## src/rtl/prog_loader_pkg.sv

```systemverilog
// Shared definitions for the UART boot loader: sync byte, FSM state encodings
// and the baud-divisor helper.
package loader_pkg;

  localparam logic [7:0] LDR_SYNC = 8'hA5;

  typedef enum logic [2:0] {
    S_IDLE,
    S_LEN,
    S_HI,
    S_LO,
    S_CSUM,
    S_DONE,
    S_ERR
  } ldr_state_t;

  typedef enum logic [1:0] {
    RX_IDLE,
    RX_START,
    RX_DATA,
    RX_STOP
  } rx_state_t;

  function automatic int clks_per_bit(input int clk_hz, input int baud);
    return clk_hz / baud;
  endfunction

endpackage

```

## src/rtl/prog_loader_if.sv

```systemverilog
// Instruction-RAM write port: the loader drives it, the RAM consumes it.
interface prog_loader_if #(
  parameter int ADDR_W  = 8,
  parameter int INSTR_W = 16
);

  logic               we;
  logic [ADDR_W-1:0]  addr;
  logic [INSTR_W-1:0] wdata;

  modport master (output we, addr, wdata);
  modport slave  (input  we, addr, wdata);

endinterface

```

## src/rtl/prog_loader_uart_rx.sv

```systemverilog
// 8N1 UART receiver: 2-FF synchronizer, mid-bit sampling, one-cycle byte and
// framing-error strobes.
module uart_rx_core
  import loader_pkg::*;
#(
  parameter int CLKS_PER_BIT = 868
) (
  input  logic       clk,
  input  logic       rst,
  input  logic       rx,
  output logic [7:0] data,
  output logic       valid,
  output logic       frame_err
);

  localparam int              CNT_W = $clog2(CLKS_PER_BIT + 1);
  localparam logic [CNT_W-1:0] HALF  = CNT_W'(CLKS_PER_BIT / 2 - 1);
  localparam logic [CNT_W-1:0] FULL  = CNT_W'(CLKS_PER_BIT - 1);

  logic             rx_meta, rx_sync, rx_prev;
  rx_state_t        state, state_n;
  logic [CNT_W-1:0] cnt, cnt_n;
  logic [2:0]       bit_idx, bit_idx_n;
  logic [7:0]       shift, shift_n;
  logic             valid_n, frame_err_n;

  // NOTE: sequential state uses non-blocking (<=) so every flop samples the
  // pre-edge value of its neighbours; blocking here would create races.
  always_ff @(posedge clk) begin
    if (rst) begin
      rx_meta   <= 1'b1;
      rx_sync   <= 1'b1;
      rx_prev   <= 1'b1;
      state     <= RX_IDLE;
      cnt       <= '0;
      bit_idx   <= '0;
      shift     <= '0;
      valid     <= 1'b0;
      frame_err <= 1'b0;
    end else begin
      rx_meta   <= rx;
      rx_sync   <= rx_meta;
      rx_prev   <= rx_sync;
      state     <= state_n;
      cnt       <= cnt_n;
      bit_idx   <= bit_idx_n;
      shift     <= shift_n;
      valid     <= valid_n;
      frame_err <= frame_err_n;
    end
  end

  // NOTE: every signal written below gets a default first; a path that skips
  // an assignment would otherwise infer a latch.
  always_comb begin
    state_n     = state;
    cnt_n       = cnt;
    bit_idx_n   = bit_idx;
    shift_n     = shift;
    valid_n     = 1'b0;
    frame_err_n = 1'b0;
    unique case (state)
      RX_IDLE: begin
        if (rx_prev && !rx_sync) begin
          state_n = RX_START;
          cnt_n   = '0;
        end
      end
      RX_START: begin
        if (cnt == HALF) begin
          cnt_n     = '0;
          bit_idx_n = '0;
          // line back high at mid start bit: it was a glitch
          state_n   = rx_sync ? RX_IDLE : RX_DATA;
        end else begin
          cnt_n = cnt + 1'b1;
        end
      end
      RX_DATA: begin
        if (cnt == FULL) begin
          cnt_n     = '0;
          shift_n   = {rx_sync, shift[7:1]};
          bit_idx_n = bit_idx + 1'b1;
          if (bit_idx == 3'd7) state_n = RX_STOP;
        end else begin
          cnt_n = cnt + 1'b1;
        end
      end
      RX_STOP: begin
        if (cnt == FULL) begin
          cnt_n   = '0;
          state_n = RX_IDLE;
          if (rx_sync) valid_n     = 1'b1;
          else         frame_err_n = 1'b1;
        end else begin
          cnt_n = cnt + 1'b1;
        end
      end
      default: state_n = RX_IDLE;
    endcase
  end

  assign data = shift;

endmodule

```

## src/rtl/prog_loader.sv

```systemverilog
// UART boot loader: parses A5|LEN|N x (HI,LO)|CSUM frames, writes the
// instruction RAM and holds the CPU in reset until a frame checks out.
module prog_loader
  import loader_pkg::*;
#(
  parameter int CLK_HZ    = 100_000_000,
  parameter int BAUD      = 115200,
  parameter int ADDR_W    = 8,
  parameter int INSTR_W   = 16,
  parameter bit BOOT_HOLD = 1'b1
) (
  input  logic          clk,
  input  logic          rst,
  input  logic          uart_rx,
  prog_loader_if.master imem,
  output logic          cpu_hold,
  output logic          load_done,
  output logic          load_err
);

  localparam int CLKS_PER_BIT = clks_per_bit(CLK_HZ, BAUD);

  logic [7:0] rx_data;
  logic       rx_valid, rx_ferr;

  uart_rx_core #(.CLKS_PER_BIT(CLKS_PER_BIT)) u_rx (
    .clk       (clk),
    .rst       (rst),
    .rx        (uart_rx),
    .data      (rx_data),
    .valid     (rx_valid),
    .frame_err (rx_ferr)
  );

  ldr_state_t         state, state_n;
  logic [7:0]         len_q, len_n, acc_q, acc_n, hi_q, hi_n;
  logic               we_q, we_n;
  logic [ADDR_W-1:0]  addr_q, addr_n;
  logic [INSTR_W-1:0] wdata_q, wdata_n;
  logic               hold_q, hold_n, done_q, done_n, err_q, err_n;

  always_ff @(posedge clk) begin
    if (rst) begin
      state   <= S_IDLE;
      len_q   <= '0;
      acc_q   <= '0;
      we_q    <= 1'b0;
      addr_q  <= '0;
      wdata_q <= '0;
      hold_q  <= BOOT_HOLD;
      done_q  <= 1'b0;
      err_q   <= 1'b0;
    end else begin
      state   <= state_n;
      len_q   <= len_n;
      acc_q   <= acc_n;
      we_q    <= we_n;
      addr_q  <= addr_n;
      wdata_q <= wdata_n;
      hold_q  <= hold_n;
      done_q  <= done_n;
      err_q   <= err_n;
    end
  end

  // NOTE: the hi-byte holding register is pure datapath, always written before
  // it is read, so it carries no reset.
  always_ff @(posedge clk) begin
    hi_q <= hi_n;
  end

  always_comb begin
    state_n = state;
    len_n   = len_q;
    acc_n   = acc_q;
    hi_n    = hi_q;
    we_n    = 1'b0;
    addr_n  = addr_q;
    wdata_n = wdata_q;
    hold_n  = hold_q;
    done_n  = done_q;
    err_n   = err_q;

    // post-increment after each write; wraps after instruction 256
    if (we_q) addr_n = addr_q + 1'b1;

    unique case (state)
      S_IDLE, S_DONE, S_ERR: begin
        if (rx_valid && rx_data == LDR_SYNC) begin
          state_n = S_LEN;
          hold_n  = 1'b1;
          done_n  = 1'b0;
          err_n   = 1'b0;
        end
      end
      S_LEN: begin
        if (rx_valid) begin
          len_n   = rx_data;
          acc_n   = rx_data;
          addr_n  = '0;
          state_n = S_HI;
        end
      end
      S_HI: begin
        if (rx_valid) begin
          hi_n    = rx_data;
          acc_n   = acc_q ^ rx_data;
          state_n = S_LO;
        end
      end
      S_LO: begin
        if (rx_valid) begin
          acc_n   = acc_q ^ rx_data;
          we_n    = 1'b1;
          wdata_n = INSTR_W'({hi_q, rx_data});
          // addr_q still indexes the instruction just completed
          state_n = (addr_q == ADDR_W'(len_q)) ? S_CSUM : S_HI;
        end
      end
      S_CSUM: begin
        if (rx_valid) begin
          if (rx_data == acc_q) begin
            state_n = S_DONE;
            done_n  = 1'b1;
            hold_n  = 1'b0;
          end else begin
            state_n = S_ERR;
            err_n   = 1'b1;
            hold_n  = 1'b1;
          end
        end
      end
      default: state_n = S_IDLE;
    endcase

    if (rx_ferr && (state inside {S_LEN, S_HI, S_LO, S_CSUM})) begin
      state_n = S_ERR;
      err_n   = 1'b1;
      hold_n  = 1'b1;
    end
  end

  assign imem.we    = we_q;
  assign imem.addr  = addr_q;
  assign imem.wdata = wdata_q;
  assign cpu_hold   = hold_q;
  assign load_done  = done_q;
  assign load_err   = err_q;

endmodule

```

## src/flat_wrapper.sv

```systemverilog
// flat-port wrapper written by rule: the top's interface ports become plain ports
module prog_loader_flat import loader_pkg::*;
#(
  parameter int CLK_HZ    = 100_000_000,
  parameter int BAUD      = 115200,
  parameter int ADDR_W    = 8,
  parameter int INSTR_W   = 16,
  parameter bit BOOT_HOLD = 1'b1
)
  (clk, rst, uart_rx, cpu_hold, load_done, load_err, imem_we, imem_addr, imem_wdata);
  prog_loader_if #(.ADDR_W(ADDR_W), .INSTR_W(INSTR_W)) imem_i ();
  input  logic clk;
  input  logic rst;
  input  logic uart_rx;
  output logic cpu_hold;
  output logic load_done;
  output logic load_err;
  output wire logic [$bits(imem_i.we)-1:0] imem_we;
  output wire logic [$bits(imem_i.addr)-1:0] imem_addr;
  output wire logic [$bits(imem_i.wdata)-1:0] imem_wdata;
  assign imem_we = imem_i.we;
  assign imem_addr = imem_i.addr;
  assign imem_wdata = imem_i.wdata;
  prog_loader #(.CLK_HZ(CLK_HZ), .BAUD(BAUD), .ADDR_W(ADDR_W), .INSTR_W(INSTR_W), .BOOT_HOLD(BOOT_HOLD)) u_core (.clk(clk), .rst(rst), .uart_rx(uart_rx), .imem(imem_i), .cpu_hold(cpu_hold), .load_done(load_done), .load_err(load_err));
endmodule
```

## config.mk

```make
export PLATFORM = sky130hd
export DESIGN_NAME = prog_loader_flat
export DESIGN_NICKNAME = d
export VERILOG_FILES = /design/src/rtl/prog_loader_pkg.sv /design/src/rtl/prog_loader_if.sv /design/src/rtl/prog_loader_uart_rx.sv /design/src/rtl/prog_loader.sv /design/src/flat_wrapper.sv
export SDC_FILE = /design/constraint.sdc
export NUM_CORES = 1
export LEC_CHECK = 0
export ABC_AREA = 1
export CAP_MARGIN = 20
export CORE_ASPECT_RATIO = 1.5
export CORE_MARGIN = 2
export CORE_UTILIZATION = 40
export CTS_BUF_LIST = sky130_fd_sc_hd__clkbuf_8
export CTS_CLUSTER_SIZE = 16
export DETAILED_ROUTE_END_ITERATION = 12
export PLACE_DENSITY = 0.67
export SLEW_MARGIN = 10
export SYNTH_ARGS = -nofsm -noshare
export SYNTH_HDL_FRONTEND = slang
export SYNTH_SLANG_ARGS = --single-unit
```

## constraint.sdc

```tcl
create_clock -name clk -period 2 [get_ports clk]
set_input_delay 0.6 -clock clk [delete_from_list [all_inputs] [get_ports clk]]
set_output_delay 0.6 -clock clk [all_outputs]
set_load 0.005 [all_outputs]
```

# ---- Yosys cells after proc, flatten, opt, wreduce, memory -nomap -nowiden
# Cells that the tools add are included.
dict set report word_totals {
  output_inout_bits 28
  input_bits 3
  elab_cells 133
  register_bits 83
}
dict set report classes {
  n_mux 44
  bitwise_logic 4
  n_eq_ne 33
  n_addsub 3
  n_reduce_logical 29
}
# op count
set op_table {}
lappend op_table {{$mux W8} 5}
lappend op_table {{$mux W10} 3}
lappend op_table {{$pmux W10 S3} 1}
lappend op_table {{$mux W3} 9}
lappend op_table {{$ne A2 B2 Y1 const B} 9}
lappend op_table {{$eq A8 B8 Y1} 2}
lappend op_table {{$pmux W8 S2} 1}
lappend op_table {{$ne A3 B3 Y1 const B} 5}
lappend op_table {{$pmux W3 S5} 1}
lappend op_table {{$reduce_and A5 Y1} 3}
lappend op_table {{$mux W2} 7}
lappend op_table {{$eq A3 B3 Y1 const B} 4}
lappend op_table {{$mux W1} 12}
lappend op_table {{$add A10 B1 Y10 const B} 1}
lappend op_table {{$eq A10 B10 Y1 const B} 1}
lappend op_table {{$eq A10 B9 Y1 const B} 1}
lappend op_table {{$reduce_and A3 Y1} 3}
lappend op_table {{$add A8 B1 Y8 const B} 1}
lappend op_table {{$eq A8 B8 Y1 const B} 1}
lappend op_table {{$pmux W2 S4} 1}
lappend op_table {{$reduce_and A2 Y1} 4}
lappend op_table {{$reduce_and A4 Y1} 2}
lappend op_table {{$reduce_or A2 Y1} 4}
lappend op_table {{$xor A8 B8 Y8} 1}
lappend op_table {{other kinds (18)} 31}

# ---- Longest topological paths before layout
dict set report depth {
  depth_word 5
  depth_mapped 12
  ltp_nobuf 11
}

# ---- By module
# Synthesis repeated with hierarchy kept, for this count alone.
dict set report unflattened {
  hier_cells 487
  area_unflattened_um2 3813.7
}
# mod cells_each area_each_um2 instances seq_area_each_um2
set by_module_without_submodules {}
lappend by_module_without_submodules {prog_loader 314 2492.4 1 1181.1}
lappend by_module_without_submodules {uart_rx_core 173 1321.3 1 560.5}

# ---- Worst setup path before layout
# OpenSTA, ideal clock, no wires.
dict set report synth_path {
  kind {flip-flop to flip-flop}
  startpoint {reg u_core.u_rx.cnt[0]}
  endpoint {reg u_core.u_rx.bit_idx[1]}
  path_slack_ps 553
  synth_period_minus_slack_ps 1447
  n_path_buf 1
  arrival_time_ps 1315
  required_ps 1868
  stages_incl_launch_ff 10
  setup_time_ps 132
  cell_sequence {dfxtp_1 > ha_1 > nand3_1 > nor3_2 > nand2_1 > inv_2 > nand2_2 > buf_6 > o211ai_1 > a21oi_1}
}
dict set report synth_via {
  elab_chain_cells 3
  elab_cells_between_ends 5
  classes_between {4 x eq/ne; 1 x reduce/logical}
}
# item line
set synth_lines {}
lappend synth_lines {{from (decl)} prog_loader_uart_rx.sv:22} ;# logic [CNT_W-1:0] cnt, cnt_n;
lappend synth_lines {{from (signal assigned)} prog_loader_uart_rx.sv:45} ;# cnt <= cnt_n;
lappend synth_lines {{$eq A10 B10 Y1 / $eq A10 B9 Y1 (equally long branches)} {prog_loader_uart_rx.sv:80, prog_loader_uart_rx.sv:70}}
lappend synth_lines {{$ne A2 B2 Y1 (no source line)} --}
lappend synth_lines {{$reduce_and A3 Y1 (no source line) *} --}
lappend synth_lines {{to (signal assigned)} prog_loader_uart_rx.sv:46} ;# bit_idx <= bit_idx_n;
lappend synth_lines {{to (decl)} prog_loader_uart_rx.sv:23} ;# logic [2:0] bit_idx, bit_idx_n;
# Mark *: on every way between the ends. The rest lies on a longest branch, timed or not.
# A chain may end at the register's enable or synchronous reset.

# ---- Worst setup path after layout
dict set report layout_path {
  startpoint {reg u_core.addr_q[1] (netlist: u_core.imem.addr[1])}
  endpoint {out imem_addr[1]}
}
# item line
set layout_rtl {}
lappend layout_rtl {{from (decl)} prog_loader.sv:38} ;# logic [ADDR_W-1:0] addr_q, addr_n;
lappend layout_rtl {{from (signal assigned)} prog_loader.sv:58} ;# addr_q <= addr_n;
lappend layout_rtl {{to (decl)} flat_wrapper.sv:19} ;# output wire logic [$bits(imem_i.addr)-1:0] imem_addr;
# No word-level cell between the ends.

==> results.json <==
{
  "skew_ns": 0.0112,
  "drive_gt1_share_pct": 10.2,
  "post_cts_buffers": 0,
  "crit_chain": "clkdlybuf4s50_1",
  "outcome": "finished, final reports clean",
  "period_needed_ns": 1.90,
  "layout.cells.non_filler": 642,
  "start_util_pct": 41.1,
  "setup_violations": 0,
  "cts_made_buffers": 9,
  "die_area_mm2": 0.0103,
  "cts_hold_buf": 0,
  "clk_pin_slew_ns": 0.09,
  "syn-cell-area_mm2": 0.00378,
  "ys_seq_elements": 83,
  "power_mw": 3.25,
  "crit_arrival_ns": 1.30,
  "final_nets": 533,
  "grt_max_degree": 40,
  "drcViolationCount": 0,
  "cts.sinks": 83,
  "yosys_warnings": 0,
  "drv_slew": 0,
  "cts_root_buffer": "clkbuf_8",
  "min_period_over_period_pct": 95.0,
  "synthDistinctLibCells": 38,
  "cts-resized-gates": 0,
  "netlist_instances": 493,
  "cp_slowest_stage_delay_ns": 0.53,
  "fill_cells": 903,
  "gr-total-overflow": 0,
  "antenna_found_initial": 0,
  "die-height_um": 123,
  "synth_edf_count": 8,
  "area_growth_pct": 16.9,
  "first_iter_violations": 167,
  "cp_num_buf_inv": 1,
  "cp_slowest_cell": "clkdlybuf4s50_1",
  "ir_worst_vdd_v": 0.000354,
  "power.leakage_nw": 1.63,
  "clock_latency_ns": 0.37,
  "ys_seq_area_share_pct": 46.0,
  "hold_ws_ns": 0.419,
  "gr-usage-all-layers_pct": 17.3,
  "num_antenna_cells": 0,
  "rows": 43,
  "cts_tree": "yes",
  "drtPass1Iterations": 4,
  "synth_nets": 501,
  "routed_wl_um": 8480,
  "cts-htree-levels": 3,
  "start_kind": "flop",
  "crit_required_ns": 1.40,
  "worst_pin_slew_ns": 0.604,
  "fin_tns_setup_ns": 0,
  "wl_per_cell_um": 13.2,
  "min_path_type": "reg -> reg",
  "max_slew_margin_pct": 59.6,
  "die_x_um": 83.4,
  "clockBufferDepth": 2,
  "final_antenna_net_count": 0,
  "async_flop_share_pct": 0,
  "core_area_mm2": 0.00920,
  "place_congestion": 0.805,
  "vias_per_cell": 5.06,
  "grt_pass1_wl_um": 14000,
  "rsz0062_at_grt": "false",
  "synth_area_per_cell_um2": 7.67,
  "ys.flop_type": "dfxtp_1",
  "cap_violations": 0,
  "power.density_mw_per_mm2": 735,
  "vias": 3248,
  "path_delay_family": "buffers and inverters",
  "grt_pass1_vias": 3179,
  "clock.fmax_ghz": 0.526,
  "dp_cells": 626,
  "boundaryPins": 31,
  "dp_hpwl_um": 6060,
  "finalHoldViolCount": 0,
  "cp-end-kind": "output port",
  "critical_path.max_fanout": 5,
  "worstSetupPathType": "reg -> out",
  "portBuffers": 30
}
[registers in the layout, indices dropped and copies added (netlist names), 8 cells and up, named ones only]
register           flops
u_core.imem.wdata     16
u_core.u_rx.cnt       10
u_core.acc_q           8
u_core.hi_q            8
u_core.imem.addr       8
u_core.len_q           8
u_core.u_rx.data       8
[cells in the mapped netlist (4+ instances only)]
master / instances / area, um2
nand2_1: 109 / 409
dfxtp_1: 75 / 1500
a21oi_1: 51 / 255
inv_1: 48 / 180
nand3_1: 36 / 180
nor2_1: 34 / 128
o21ai_0: 32 / 160
xnor2_1: 13 / 114
nor3_1: 9 / 45.0
nor3b_1: 9 / 67.6
clkbuf_1: 8 / 30.0
edfxtp_1: 8 / 240
inv_2: 7 / 26.3
ha_1: 5 / 62.6
nand2_2: 5 / 31.3
nand4_1: 5 / 31.3
nor3_2: 4 / 40.0
[power breakdown]
part / switching [mW] / leakage (nW) / internal [mW]
Clock: 0.642 / 0.0999 / 0.624
Combinational: 0.170 / 0.864 / 0.0995
Sequential: 0.0210 / 0.662 / 1.69
[through the flow]
| step | instance area, um2 | util (%) | worst slack [ns] |
|---|---|---|---|
| after floorplan | 3780 | - | 0.553 |
| after global placement | 4210 | 45.7 | 0.127 |
| after detailed placement | 4210 | 45.7 | 0.113 |
| after CTS | 4420 | 48.0 | 0.0147 |
| after global routing | 4420 | 48.1 | 0.0372 |
| final | 4420 | 48.1 | 0.101 |
[worst register-to-register path, cell delays in order, from the launching register on]
cell and delay (ns):
dfxtp_1 0.41, ha_1 0.21, nand3_1 0.10, nor3_2 0.15
nand2_1 0.13, nand2_1 0.10, nand2_1 0.24, nand2_1 0.12
o21ai_0 0.09, nand2_1 0.06, inv_1 0.03
[path summary, 6_finish.rpt]
kind	from	to	slack, ns	cells after the start
worst max register to register	u_core.u_rx.cnt[0]	u_core.u_rx.cnt[1]	0.26	10
worst max-delay path	u_core.imem.addr[1]	imem_addr[1]	0.10	1
worst min-delay path	u_core.u_rx.rx_meta	u_core.u_rx.rx_sync	0.42	1
worst min register to register	u_core.u_rx.rx_meta	u_core.u_rx.rx_sync	0.42	1
[cell type report]
type	count	area [um2]	share of cell area (%)
Clock inverter	6	71.3	1.61
Inverter	56	210	4.75
Multi-Input combinational cell	339	1750	39.5
Sequential cell	83	1750	39.5
Tap cell	112	140	3.17
Timing Repair Buffer	36	370	8.38
Clock buffer	10	138	3.11
[cell usage in the layout (no fill, tap or decap), types with 2 or more instances in the layout]
master / n
a21oi_1: 51
buf_12: 2
buf_4: 4
clkbuf_8: 10
clkdlybuf4s50_1: 30
clkinvlp_4: 2
dfxtp_1: 71
dfxtp_2: 4
edfxtp_1: 8
ha_1: 5
inv_1: 48
inv_2: 7
inv_6: 3
nand2_1: 109
nand2_2: 5
nand3_1: 36
nand3b_1: 3
nand4_1: 5
nor2_1: 34
nor2_4: 3
nor3_1: 9
nor3_2: 4
nor3b_1: 9
o211ai_1: 2
o21ai_0: 32
o21ai_1: 2
o21ai_2: 2
o21bai_1: 2
or2_2: 3
xnor2_1: 13
[routing by layer]
layer,up-vias,global-route usage [%],wire length (um)
met2,57,33.4,4590
met5,-,0,0
met4,0,9.98,212
li1,1672,-,-
met3,18,3.07,267
met1,1501,17.2,3420
[cells by family (layout without fill, tap and decap cells)]
kind of cell | after synthesis | after routing | synth area share [%]
AOI/OAI and AO/OA | 95 | 95 | 13.3
and+or+nand+nor | 224 | 224 | 27.5
xor gates and xnor gates | 15 | 15 | 3.67
buffers and inverters | 71 | 108 | 7.84
adders and majority gates | 5 | 5 | 1.65
DFF | 83 | 83 | 46.0
Power figures use the tool's default switching activity.
